File: config.mk
export PLATFORM = sky130hd
export DESIGN_NAME = marker_run_detect
export DESIGN_NICKNAME = d
export VERILOG_FILES = /design/src/rtl/marker_run_detect.sv
export SDC_FILE = /design/constraint.sdc
export NUM_CORES = 1
export LEC_CHECK = 0
export BUFFER_PORTS_ARGS = -buffer_cell sky130_fd_sc_hd__buf_2
export CORE_AREA = 2 2 94 96
export CTS_CLUSTER_DIAMETER = 60
export DETAILED_ROUTE_END_ITERATION = 6
export DIE_AREA = 0 0 96 98
export GPL_TIMING_DRIVEN = 0
export SLEW_MARGIN = 10
export SYNTH_ARGS = -nofsm -noshare
export SYNTH_HDL_FRONTEND = slang
export SYNTH_SLANG_ARGS = --single-unit
export TNS_END_PERCENT = 50
File: constraint.sdc
create_clock -name clk_in -period 2.9 [get_ports clk_in]
set_clock_uncertainty 0.1 [all_clocks]
set_input_delay 0 -clock clk_in [delete_from_list [all_inputs] [get_ports clk_in]]
set_output_delay 0 -clock clk_in [all_outputs]
set_load 0.02 [all_outputs]
File: src/rtl/marker_run_detect.sv
// marker_run_detect
//
// Watches a stream of compressed pixel codes and reports horizontal runs of a
// marker colour. The marker code is captured at each line start. Every run of
// at least MIN_RUN consecutive marker pixels is reported with its start x and
// its length on the cycle after the pixel that ends it. At the end of each
// complete line, the number of qualifying runs in that line is published.
//
// Ports
//   clk_in         sole clock, rising edge
//   rst_in         asynchronous, active-high reset
//   pix_valid_in   qualifies code_in / line_start_in this cycle
//   line_start_in  current valid pixel is pixel 0 of a new line
//   code_in        3-bit compressed pixel code
//   target_in      marker code, sampled only on an accepted line start
//   run_valid_out  one-cycle pulse, run_x_out / run_len_out valid
//   run_x_out      x of first pixel of the reported run (held)
//   run_len_out    length of the reported run (held)
//   line_done_out  one-cycle pulse after the last pixel of a line
//   run_count_out  qualifying runs in the last completed line, saturating at 15

module marker_run_detect #(
  parameter int unsigned LINE_WIDTH = 640,
  parameter int unsigned MIN_RUN    = 8,
  localparam int unsigned X_BITS    = $clog2(LINE_WIDTH + 1)
) (
  input  logic              clk_in,
  input  logic              rst_in,
  input  logic              pix_valid_in,
  input  logic              line_start_in,
  input  logic [2:0]        code_in,
  input  logic [2:0]        target_in,
  output logic              run_valid_out,
  output logic [X_BITS-1:0] run_x_out,
  output logic [X_BITS-1:0] run_len_out,
  output logic              line_done_out,
  output logic [3:0]        run_count_out
);

  localparam logic [X_BITS-1:0] LastX   = X_BITS'(LINE_WIDTH - 1);
  localparam logic [X_BITS-1:0] MinRunX = X_BITS'(MIN_RUN);

  typedef enum logic [1:0] {
    StIdle,  // no line active
    StScan,  // in line, outside a run
    StRun    // in line, inside a marker run
  } state_e;

  // Line / run tracking state
  state_e            state_q, state_d;
  logic [X_BITS-1:0] x_q, x_d;          // x of the most recently accepted pixel
  logic [X_BITS-1:0] len_q, len_d;      // length of the open run
  logic [X_BITS-1:0] start_q, start_d;  // x of the first pixel of the open run
  logic [2:0]        target_q, target_d;
  logic [3:0]        cnt_q, cnt_d;      // qualifying runs so far in this line

  // Registered outputs
  logic              run_valid_q, run_valid_d;
  logic [X_BITS-1:0] run_x_q, run_x_d;
  logic [X_BITS-1:0] run_len_q, run_len_d;
  logic              line_done_q, line_done_d;
  logic [3:0]        run_count_q, run_count_d;

  // Per-pixel working values
  logic              active;       // this pixel belongs to a line
  logic              hit;          // this pixel matches the marker
  logic              last;         // this pixel is the final one of the line
  logic [2:0]        tgt;          // marker in force for this pixel
  logic [X_BITS-1:0] pix_x;        // x of this pixel
  logic [X_BITS-1:0] cur_len;      // run length including this pixel (0 if none)
  logic [X_BITS-1:0] cur_start;
  logic              close_en;     // the previously open run ends before this pixel
  logic              count_close;  // ...and it belongs to the line still in progress
  logic [X_BITS-1:0] close_len;
  logic [X_BITS-1:0] close_start;
  logic [3:0]        cnt_acc;

  function automatic logic [3:0] sat_inc(input logic [3:0] v);
    return (v == 4'hF) ? v : v + 4'd1;
  endfunction

  always_comb begin
    state_d     = state_q;
    x_d         = x_q;
    len_d       = len_q;
    start_d     = start_q;
    target_d    = target_q;
    cnt_d       = cnt_q;
    run_valid_d = 1'b0;
    run_x_d     = run_x_q;
    run_len_d   = run_len_q;
    line_done_d = 1'b0;
    run_count_d = run_count_q;

    active      = 1'b0;
    hit         = 1'b0;
    last        = 1'b0;
    tgt         = target_q;
    pix_x       = '0;
    cur_len     = '0;
    cur_start   = '0;
    close_en    = 1'b0;
    count_close = 1'b0;
    close_len   = '0;
    close_start = '0;
    cnt_acc     = cnt_q;

    if (pix_valid_in) begin
      if (line_start_in) begin
        active  = 1'b1;
        tgt     = target_in;
        pix_x   = '0;
        cnt_acc = '0;
        // A run cut off by a new line is still reported, but the aborted line
        // never publishes a count, so it is not tallied.
        if (state_q == StRun) begin
          close_en    = 1'b1;
          close_len   = len_q;
          close_start = start_q;
        end
      end else if (state_q != StIdle) begin
        active = 1'b1;
        pix_x  = x_q + 1'b1;
        if ((state_q == StRun) && (code_in != target_q)) begin
          close_en    = 1'b1;
          count_close = 1'b1;
          close_len   = len_q;
          close_start = start_q;
        end
      end
    end

    hit = active && (code_in == tgt);

    if (hit) begin
      if ((state_q == StRun) && !line_start_in) begin
        cur_len   = len_q + 1'b1;
        cur_start = start_q;
      end else begin
        cur_len   = X_BITS'(1);
        cur_start = pix_x;
      end
    end

    if (close_en && (close_len >= MinRunX)) begin
      run_valid_d = 1'b1;
      run_x_d     = close_start;
      run_len_d   = close_len;
      if (count_close) begin
        cnt_acc = sat_inc(cnt_acc);
      end
    end

    if (active) begin
      last = (pix_x == LastX);

      // Only with a one-pixel line can both a closing report and an end-of-line
      // report land in the same cycle; the end-of-line run then wins.
      if (last && hit && (cur_len >= MinRunX)) begin
        run_valid_d = 1'b1;
        run_x_d     = cur_start;
        run_len_d   = cur_len;
        cnt_acc     = sat_inc(cnt_acc);
      end

      target_d = tgt;
      x_d      = pix_x;
      start_d  = cur_start;
      cnt_d    = cnt_acc;

      if (last) begin
        state_d     = StIdle;
        len_d       = '0;
        line_done_d = 1'b1;
        run_count_d = cnt_acc;
      end else if (hit) begin
        state_d = StRun;
        len_d   = cur_len;
      end else begin
        state_d = StScan;
        len_d   = '0;
      end
    end
  end

  always_ff @(posedge clk_in or posedge rst_in) begin
    if (rst_in) begin
      state_q     <= StIdle;
      x_q         <= '0;
      len_q       <= '0;
      start_q     <= '0;
      target_q    <= '0;
      cnt_q       <= '0;
      run_valid_q <= 1'b0;
      run_x_q     <= '0;
      run_len_q   <= '0;
      line_done_q <= 1'b0;
      run_count_q <= '0;
    end else begin
      state_q     <= state_d;
      x_q         <= x_d;
      len_q       <= len_d;
      start_q     <= start_d;
      target_q    <= target_d;
      cnt_q       <= cnt_d;
      run_valid_q <= run_valid_d;
      run_x_q     <= run_x_d;
      run_len_q   <= run_len_d;
      line_done_q <= line_done_d;
      run_count_q <= run_count_d;
    end
  end

  assign run_valid_out = run_valid_q;
  assign run_x_out     = run_x_q;
  assign run_len_out   = run_len_q;
  assign line_done_out = line_done_q;
  assign run_count_out = run_count_q;

endmodule

==> flow_summary.toml <==
[worst_setup_path]
cp.required_ns = 3.07
cp_top_family = "simple AND/OR/NAND/NOR gates"
crit_top_cell = "buf_6"
crit_type = "register to register"
r2r_slack_ns = 0.05
start_kind = "register"
cpMaxStageDelayCell = "or4_1"
worstPathMaxFanout = 10
cp_data_arrival_time_ns = 3.02
reg2reg_from = "target_q[2]"
crit_path_end_kind = "register"
cp_cell_sequence = "mux2i_2 > xnor2_2 > or4_4 > buf_6 > or4_1 > buf_6 > buf_6 > o21a_1 > o31ai_2"
crit_buf_inv = 3
cpPeakStageDelay_ns = 0.51
crit_path_start = "target_q[2]"

[min_path]
hold_start = "pix_valid_in"
hp-class = "input port to register"

[status]
status = "completed"

[logic_synthesis]
ys_seq_area_frac = 0.4444
synth-seq-cells = 65
synth_cells = 398
yosys_most_used_dff = "dfrtp_1"
mappedNetlistArea_um2 = 3660
synthesis.nets = 411
synth.area.top_cells = "dfrtp_1, o21ai_0, nand2_1"
synth_area_leader_cell = "dfrtp_1"
synth_area_per_cell_um2 = 9.195
yosysWarningCount = 0
synth_cell_type_count = 53
async_flop_share = 1.000
synth_top_area_frac = 0.4444
synth_edf_count = 0

[timing]
fin_crit_sh = 0.9826
tightest_slew_ns = 0.7809
hold_violations = 0
fin_hold_ws_ns = 0.05231
rsz0062_at_grt = "yes"
max_freq_mhz = 350.9
tns_ns = 0
finalSetupViolations = 0
drv_slew = 0
slew_headroom = 0.4751
fin_crit_ns = 2.850

[route]
first_pass_iters = 5
drt-initial-drc-count = 184
post_drt_wl_per_cell_um = 17.08
ant_nets = 0
drc_errors = 0
viasPerCell = 5.909
wl_mm = 9.738
vias = 3368

[job]
max_cap_violations = 0

[power_and_ir_drop]
leakage_nw = 2.065
power_mw = 2.012
ir_worst_vdd_v = 0.0002575
p_per_area_nw_per_um2 = 445.8

[clock_tree]
cts.sinks = 65
clk_path_buf_depth = 2
clockRootBuffer = "clkbuf_8"
clkLatencyLatePin_ns = 0.35
h-tree-depth = 3
cts-buffers-inserted = 9
cts_tree = "done"
clk_pin_slew_ns = 0.08

[placement]
routabilityCongestion = 0.8455
io_buffers = 35
hpwl_mm = 6.638
post_dp_cell_area_um2 = 3993

[global_routing]
grt_first_pass_wirelength_mm = 15.44
grt_use_total = 0.2146
antenna_found_initial = 0
grt_overflow_total = 0
grt_pass1_vias = 3086
grt_max_degree = 36

[finish]
final_util = 0.5333
fillers = 793
fin_area_um2 = 4514
antennaDiodeCount = 0
area_growth_pct = 23.35
fin_nets = 470
drive_above_1_share = 0.2468

[die]
die_x_um = 96
num_rows = 34
floorplan.initialDensity = 0.4323
ios = 36
die_y_um = 98
die_area_um2 = 9408
core_um2 = 8466
metal layers:
layer / GRT usage / wire length, µm
met2: 0.3237 / 4578
met5: 0 / 0
met4: 0.06154 / 159
met1: 0.3059 / 4473
met3: 0.05247 / 527
stage by stage:
step           std cells  setup slack (ns)
2_1_floorplan        398           0.09342
4_1_cts              564          -0.03558
6_report             570           0.05042
3_5_place_dp         542           -0.7158
5_1_grt              570          -0.04847
3_3_place_gp         541           -0.6822
layout make-up:
cell class / count / area, µm² / share of cell area
multi-input combinational: 300 / 2079 / 0.4606
sequential: 65 / 1633 / 0.3617
timing repair buffer: 51 / 317.8 / 0.07040
clock buffer: 11 / 141.4 / 0.03132
tap: 108 / 135.1 / 0.02993
buffer: 17 / 100.1 / 0.02217
clock inverter: 5 / 55.05 / 0.01220
inverter: 13 / 52.55 / 0.01164
Yosys cell counts, types with 2 or more instances:
| cell | number |
|---|---|
| nor2b_1 | 3 |
| or3_1 | 7 |
| a221o_1 | 3 |
| nand4_1 | 3 |
| or4_1 | 6 |
| mux2i_1 | 16 |
| a21o_1 | 6 |
| and4b_1 | 2 |
| nand2_1 | 45 |
| o31ai_1 | 6 |
| o211a_1 | 2 |
| nand3_1 | 14 |
| a21bo_2 | 2 |
| a31oi_1 | 3 |
| dfrtp_1 | 65 |
| ha_1 | 3 |
| nor3b_1 | 5 |
| clkbuf_1 | 16 |
| a22o_1 | 8 |
| a32o_1 | 2 |
| a211oi_1 | 3 |
| o311ai_0 | 2 |
| and3_1 | 15 |
| o21ai_1 | 3 |
| nor2_1 | 23 |
| nor4b_1 | 2 |
| nor4_1 | 3 |
| and2_1 | 6 |
| nand2b_1 | 5 |
| buf_2 | 3 |
| o21ai_0 | 35 |
| o22ai_1 | 4 |
| inv_1 | 12 |
| xnor2_1 | 13 |
| nor3_1 | 9 |
| xor2_1 | 3 |
| mux2_2 | 5 |
| and4_1 | 2 |
| a21oi_1 | 16 |
| a221oi_1 | 4 |
cells by family after synthesis:
| group | count (synthesis) | synth area share |
|---|---|---|
| AND/OR/NAND/NOR | 154 | 0.2195 |
| AO/OA/AOI/OAI | 106 | 0.1915 |
| flip-flops | 65 | 0.4444 |
| buffers and inverters | 33 | 0.03692 |
| multiplexers | 21 | 0.05914 |
| XOR/XNOR | 16 | 0.03829 |
| adder cells (fa/ha/maj) | 3 | 0.01026 |
where the power goes:
part	leakage, nW	internal (mW)	switching (mW)
Sequential	0.889	0.931	0.0363
Combinational	1.08	0.102	0.146
Clock	0.0953	0.418	0.379
Total	2.06	1.45	0.562
cells in the final DEF (no fill, tap or decap), types with 4 or more instances in the layout:
cell type / n
a21o_1: 6
a21oi_1: 15
a22o_1: 8
and2_1: 6
and3_1: 15
buf_2: 36
buf_4: 11
buf_6: 4
clkbuf_1: 9
clkbuf_2: 4
clkbuf_8: 10
dfrtp_1: 60
dfrtp_2: 5
dlygate4sd3_1: 4
inv_1: 11
mux2_2: 5
mux2i_1: 12
nand2_1: 45
nand2b_1: 5
nand3_1: 11
nor2_1: 20
nor3_1: 8
nor3b_1: 4
o21ai_0: 35
o22ai_1: 4
o31ai_1: 6
or3_1: 7
or4_1: 5
xnor2_1: 10
tightest hold or removal path: cells and delay by family:
family,cells,cell delay [ns]
compound gates,1,0.06
buf+inv,1,0.13
simple gates,3,0.27
what timing repair did:
item / 4_1_cts / 5_1_grt
buffers inserted: 4 / 7
hold endpoints to repair: 68 / 0
setup endpoints to repair: 42 / 31
gates cloned: 0 / 0
gates resized for setup: 18 / 35
pin swaps: 4 / 4
hold buffers: 4 / 0
flip-flops by register name, summed over array words and instances, names as in the netlist:
name           count
start_q           10
line_done_out      1
run_x_out         10
run_valid_out      1
state_q            2
cnt_q              4
target_q           3
run_count_out      4
len_q             10
run_len_out       10
x_q               10
final timing paths:
kind / to / cells past startpoint
setup / recovery: run_count_out[0] / 9
hold / removal: x_q[2] / 5
setup reg to reg: run_count_out[0] / 9
hold reg to reg: run_count_out[2] / 2
max in group asynchronous: cnt_q[2] / 4
min in group asynchronous: run_valid_out / 3
(Power assumes the default switching activity.)
